File: src/rtl/result_pack_fifo.sv
// Packs per-lane array results into BUS_WIDTH words and buffers them in a
// show-ahead FIFO with valid/accept handshake, partial-word flush, occupancy
// count and a sticky drop flag.
module result_pack_fifo #(
  parameter  int ARRAY_WIDTH = 4,
  parameter  int DATA_WIDTH  = 16,
  parameter  int BUS_WIDTH   = 256,
  parameter  int FIFO_DEPTH  = 16,
  localparam int SLOTS       = BUS_WIDTH / DATA_WIDTH,
  localparam int AW          = $clog2(FIFO_DEPTH),
  localparam int FW          = $clog2(SLOTS)
) (
  input  logic                  clk,
  input  logic                  reset_n,
  input  logic                  array_reset_n [ARRAY_WIDTH],
  input  logic [DATA_WIDTH-1:0] array_results [ARRAY_WIDTH],
  input  logic                  flush_i,
  output logic [BUS_WIDTH-1:0]  data_o,
  output logic [SLOTS-1:0]      keep_o,
  output logic                  valid_o,
  input  logic                  accepted_i,
  output logic                  stall_o,
  output logic [AW:0]           count_o,
  output logic                  overflow_o
);

  typedef struct packed {
    logic [BUS_WIDTH-1:0] data;
    logic [SLOTS-1:0]     keep;
  } entry_t;

  // pack state
  logic [BUS_WIDTH-1:0]  pack_q, pack_n, pack_ins;
  logic [FW-1:0]         fill_q, fill_n;
  logic [FW:0]           fill_inc;
  logic                  pend_q, pend_n;
  logic                  ovf_q, ovf_set;

  // lane select
  logic                  in_valid;
  logic [DATA_WIDTH-1:0] in_data;

  // fifo
  entry_t                mem [FIFO_DEPTH];
  entry_t                push_entry, head;
  logic [AW:0]           wr_ptr, rd_ptr;
  logic                  full, empty, push, pop, push_ok;
  logic                  complete, flush_req;
  logic [SLOTS-1:0]      keep_part;

  // lowest-index low lane wins; scanning downward lets it overwrite the rest
  always_comb begin
    in_valid = 1'b0;
    in_data  = '0;
    for (int i = ARRAY_WIDTH - 1; i >= 0; i--) begin
      if (!array_reset_n[i]) begin
        in_valid = 1'b1;
        in_data  = array_results[i];
      end
    end
  end

  assign fill_inc = (FW+1)'(fill_q) + (FW+1)'(in_valid);

  // current word with this cycle's element dropped into slot fill, plus the
  // keep mask a partial push would carry
  always_comb begin
    pack_ins  = pack_q;
    keep_part = '0;
    for (int k = 0; k < SLOTS; k++) begin
      if (in_valid && fill_q == FW'(k))
        pack_ins[k*DATA_WIDTH +: DATA_WIDTH] = in_data;
      keep_part[k] = ((FW+1)'(k) < fill_inc);
    end
  end

  assign full      = (wr_ptr[AW] != rd_ptr[AW]) && (wr_ptr[AW-1:0] == rd_ptr[AW-1:0]);
  assign empty     = (wr_ptr == rd_ptr);
  assign pop       = accepted_i && !empty;
  assign push_ok   = !full || pop;
  assign complete  = in_valid && (fill_q == FW'(SLOTS - 1));
  assign flush_req = pend_q || (flush_i && (fill_q != '0 || in_valid));

  // pack/flush control: a completed word always wins over a pending flush;
  // a dropped completing element leaves the word untouched
  always_comb begin
    push            = 1'b0;
    push_entry.data = pack_ins;
    push_entry.keep = keep_part;
    pack_n          = pack_q;
    fill_n          = fill_q;
    pend_n          = pend_q;
    ovf_set         = 1'b0;
    if (complete) begin
      if (push_ok) begin
        push            = 1'b1;
        push_entry.keep = '1;
        pack_n          = '0;
        fill_n          = '0;
        pend_n          = 1'b0;
      end else begin
        ovf_set = 1'b1;
        pend_n  = flush_req;
      end
    end else if (flush_req && push_ok) begin
      push   = 1'b1;
      pack_n = '0;
      fill_n = '0;
      pend_n = 1'b0;
    end else begin
      pack_n = pack_ins;
      fill_n = fill_inc[FW-1:0];
      pend_n = flush_req;
    end
  end

  // pack register, fill counter, pending flush and sticky overflow
  always_ff @(posedge clk or negedge reset_n) begin
    if (!reset_n) begin
      pack_q <= '0;
      fill_q <= '0;
      pend_q <= 1'b0;
      ovf_q  <= 1'b0;
    end else begin
      pack_q <= pack_n;
      fill_q <= fill_n;
      pend_q <= pend_n;
      if (ovf_set) ovf_q <= 1'b1;
    end
  end

  // fifo pointers, wrapping through the extra MSB
  always_ff @(posedge clk or negedge reset_n) begin
    if (!reset_n) begin
      wr_ptr <= '0;
      rd_ptr <= '0;
    end else begin
      if (push) wr_ptr <= wr_ptr + 1'b1;
      if (pop)  rd_ptr <= rd_ptr + 1'b1;
    end
  end

  // storage needs no reset: outputs are masked while empty
  always_ff @(posedge clk) begin
    if (push) mem[wr_ptr[AW-1:0]] <= push_entry;
  end

  assign head       = mem[rd_ptr[AW-1:0]];
  assign valid_o    = !empty;
  assign data_o     = valid_o ? head.data : '0;
  assign keep_o     = valid_o ? head.keep : '0;
  assign stall_o    = full;
  assign count_o    = wr_ptr - rd_ptr;
  assign overflow_o = ovf_q;

endmodule
File: config.mk
export PLATFORM = sky130hd
export DESIGN_NAME = result_pack_fifo
export DESIGN_NICKNAME = d
export VERILOG_FILES = /design/src/rtl/result_pack_fifo.sv
export SDC_FILE = /design/constraint.sdc
export NUM_CORES = 2
export LEC_CHECK = 0
export CORE_ASPECT_RATIO = 1.2
export CORE_UTILIZATION = 60
export DETAILED_ROUTE_END_ITERATION = 8
export GPL_TIMING_DRIVEN = 1
export PLACE_DENSITY = 0.77
export SLEW_MARGIN = 25
export SYNTH_ARGS = -nofsm -noshare
export SYNTH_HDL_FRONTEND = slang
export SYNTH_MEMORY_MAX_BITS = 65536
export SYNTH_SLANG_ARGS = --single-unit
File: constraint.sdc
create_clock -name clk -period 61.3 [get_ports clk]
set_input_delay 6.13 -clock clk [delete_from_list [all_inputs] [get_ports clk]]
set_output_delay 6.13 -clock clk [all_outputs]
set_load 0.05 [all_outputs]
==> results.tsv <==
metric	value	unit
pin count of the biggest net entering global routing	150	
Post-Syn Area	178000	um^2
Top cell by count, worst path	buf_4	
row count	218	
crit path DAT	8.02	ns
FF+latch area	137000	um^2
final wirelength	449000	um
port buffer count	351	
Clk pwr share	25.6	%
leading cell types in the layout, fill and taps excluded	edfxtp_1 (4,352), mux4_2 (1,088), mux2i_1 (545)	
Worst Hold End	pack_q[141]$_DFFE_PN0N_	
Placer Congestion	0.802	
sequential fraction of the synthesis area	77.4	%
Root Buffer	clkbuf_16	
Post-synth EDFFs	4352	
post-route clock period utilization	23.1	%
Synth Net Count	8189	
clk_lat worst skew	0.94	ns
Tmin final	14.15	ns
fin area	201000	um^2
combinational power share	36.3	%
GRT Total Usage	30.3	%
GR Overflow Total	0	
Post-DP HPWL	227000	um
RSZ-0062 raised after global routing	false	
vias	88900	
Max VDD drop	0.0610	mV
Worst Hold Launch	pack_q[141]$_DFFE_PN0N_	
Die H	598	um
CTS H-tree depth	5	
area of the die	298000	um^2
Max Clock Skew	0.0511	ns
setup TNS	0	ns
Num CTS Buffers	428	
R2R setup slack	54.51	ns
global-route wire length before repair	646000	um
Layout Nets	8815	
routed wire length per instance	34.6	um
cells along the critical path	buf_4 -> buf_4 -> buf_4 -> buf_4 -> buf_4 -> mux4_2 -> mux2i_1 -> o22ai_1 -> clkdlybuf4s50_1	
Filler cells	17200	
DRT Pass-1 Iters	8	
CTS Sinks	4624	
Critical-path top delay cell	clkdlybuf4s50_1	
Final Hold Fails	0	
Placed Area	187000	um^2
initial antenna violation count	16	
Worst Tran Pin Value	1.11	ns
syn_area_per_cell	21.9	um^2
Antenna Nets Post-Route	0	
Reg2Reg Depth	10	
Worst slew margin	25.8	%
core region area	294000	um^2
max cap viols	0	
Vias/cell	6.87	
Longest Clk Path Bufs	4	
vias in the first global route	91900	
Setup Buffers After CTS	0	
library cells used by synthesis	50	
Required @ worst endpoint	55.17	ns
FF+latch count, synth	4624	
Layout area overhead	13.3	%
multi-input logic area	38400	um^2
fin. max-slew vios	0	
switching power share of the total	35.4	%
Leak Pwr	67.0	nW
Worst Hold Class	flip-flop to flip-flop	
hold buffer count at CTS	0	
Peak Freq	70.7	MHz
clock slew at reported path FFs	0.06	ns
hold path cells	1	
Crit Path Category	flip-flop to output pin	
CP Capture Type	output pin	
pwr/cell area	51.2	nW/um^2
commonest non-fill, non-tap cell in the layout	edfxtp_1	
Die X	499	um
Max FO, Critical Path	65	
Syn. warnings	0	
CTS tree	built	
NetSw	3.65	mW
# DRC	0	
Iter 0 DRT Violations	11900	
Synth Instances	8105	
cell-internal power	6.66	mW
final number of setup-violating endpoints	0	
RR Endpoint	mem[6][124]$_DFFE_PP_	
top_reg_cell synth	edfxtp_1	
I/O pins	352	
asr flop ratio synth	5.88	%
Seq pwr share	38.1	%
origin of the critical flop-to-flop path	rd_ptr[0]$_DFFE_PN0P_	
Final Util	68.4	%
share of layout cells above drive strength 1	23.8	%
crit path launch type	flip-flop	
Worst path max stage delay	0.94	ns
outcome	complete, no violations	
Resize count post-CTS	0	
Initial Util	60.4	%
-- metal layers --
layer | vias to the layer above | share of wire, % | GRT usage (%)
li1 | 35400 | - | -
met3 | 940 | 11 | 5.57
met2 | 5716 | 50 | 49.9
met5 | - | 0.0058 | 0
met1 | 46900 | 35 | 40.2
met4 | 4 | 4.6 | 13.0
-- per-stage QoR --
stage	setup WS (ns)	hold WS (ns)	power [mW]	instances
floorplan	34.51	0.456	6.51	8105
global route	46.64	0.498	10.6	12900
finish	47.15	0.488	10.3	13000
global placement	47.69	0.470	7.66	12100
detailed placement	47.76	0.473	7.72	12200
CTS	46.71	0.491	10.4	12900
-- registers in the layout, summed over array words and instances, names as in the netlist --
name,flops
mem,4352
wr_ptr,5
pack_q,256
fill_q,4
overflow_o,1
rd_ptr,5
pend_q,1
-- power groups by stage --
stage          Clock (mW)  Sequential (mW)  Combinational, mW
2_1_floorplan           0             4.03               2.48
3_3_place_gp            0             3.96               3.69
3_5_place_dp            0             3.98               3.74
4_1_cts              2.67             3.93               3.77
5_1_grt              2.78             3.94               3.89
6_report             2.64             3.92               3.74
-- cell families (layout without fill, tap and decap cells) --
kind of cell    Yosys count  in the layout  share of synthesized area, %
mux                    1633           1633                          16.9
xor+xnor                 15             15                        0.0739
simple gates            415            415                          1.07
fa+ha+maj                12             12                        0.0887
buf+inv                 530           1520                          1.28
other cells               0              9                             0
flops                  4624           4624                          77.4
compound gates          876            876                          3.24
-- worst max-delay path by stage --
stage                     startpoint             endpoint  slack (ns)
2_1_floorplan       array_reset_n[3]  mem[3][0]$_DFFE_PP_       34.51
3_3_place_gp   rd_ptr[0]$_DFFE_PN0P_          data_o[133]       47.69
3_5_place_dp   rd_ptr[1]$_DFFE_PN0P_           data_o[38]       47.76
4_1_cts        rd_ptr[0]$_DFFE_PN0P_          data_o[111]       46.71
5_1_grt        rd_ptr[0]$_DFFE_PN0P_          data_o[111]       46.64
6_report       rd_ptr[1]$_DFFE_PN0P_           data_o[65]       47.15
-- cell usage after synthesis (10+ instances only) --
cell	number	area share, %
a21oi_1	75	0.21
and3_1	21	0.074
buf_1	52	0.11
buf_2	143	0.40
buf_6	12	0.076
clkbuf_1	305	0.64
dfrtp_1	272	3.8
edfxtp_1	4352	74
ha_1	11	0.077
inv_1	14	0.030
mux2i_1	545	3.1
mux4_2	1088	14
nand2_1	271	0.57
nand2_4	10	0.063
nor2_1	33	0.070
nor2b_1	36	0.13
o21ai_0	260	0.73
o21ai_2	10	0.049
o22ai_1	272	0.96
o2bb2ai_1	230	1.1
o2bb2ai_2	10	0.084
xnor2_1	11	0.054
-- area by class of cell --
| class | count | share of cell area (%) |
|---|---|---|
| Multi-Input combinational cell | 2951 | 19.1 |
| Clock inverter | 241 | 1.14 |
| Tap cell | 3850 | 2.39 |
| Antenna cell | 9 | 0.0112 |
| Inverter | 16 | 0.0336 |
| Sequential cell | 4624 | 68.3 |
| Timing Repair Buffer | 710 | 3.27 |
| Clock buffer | 553 | 5.76 |
-- worst max-delay path, delay by kind of cell, from the launching register on --
family | cells | cell delay (ns)
flops | 1 | 0.80
mux | 2 | 0.44
buf+inv | 6 | 5.02
compound gates | 1 | 0.63
Note: power is estimated with default switching activity, not from simulation.
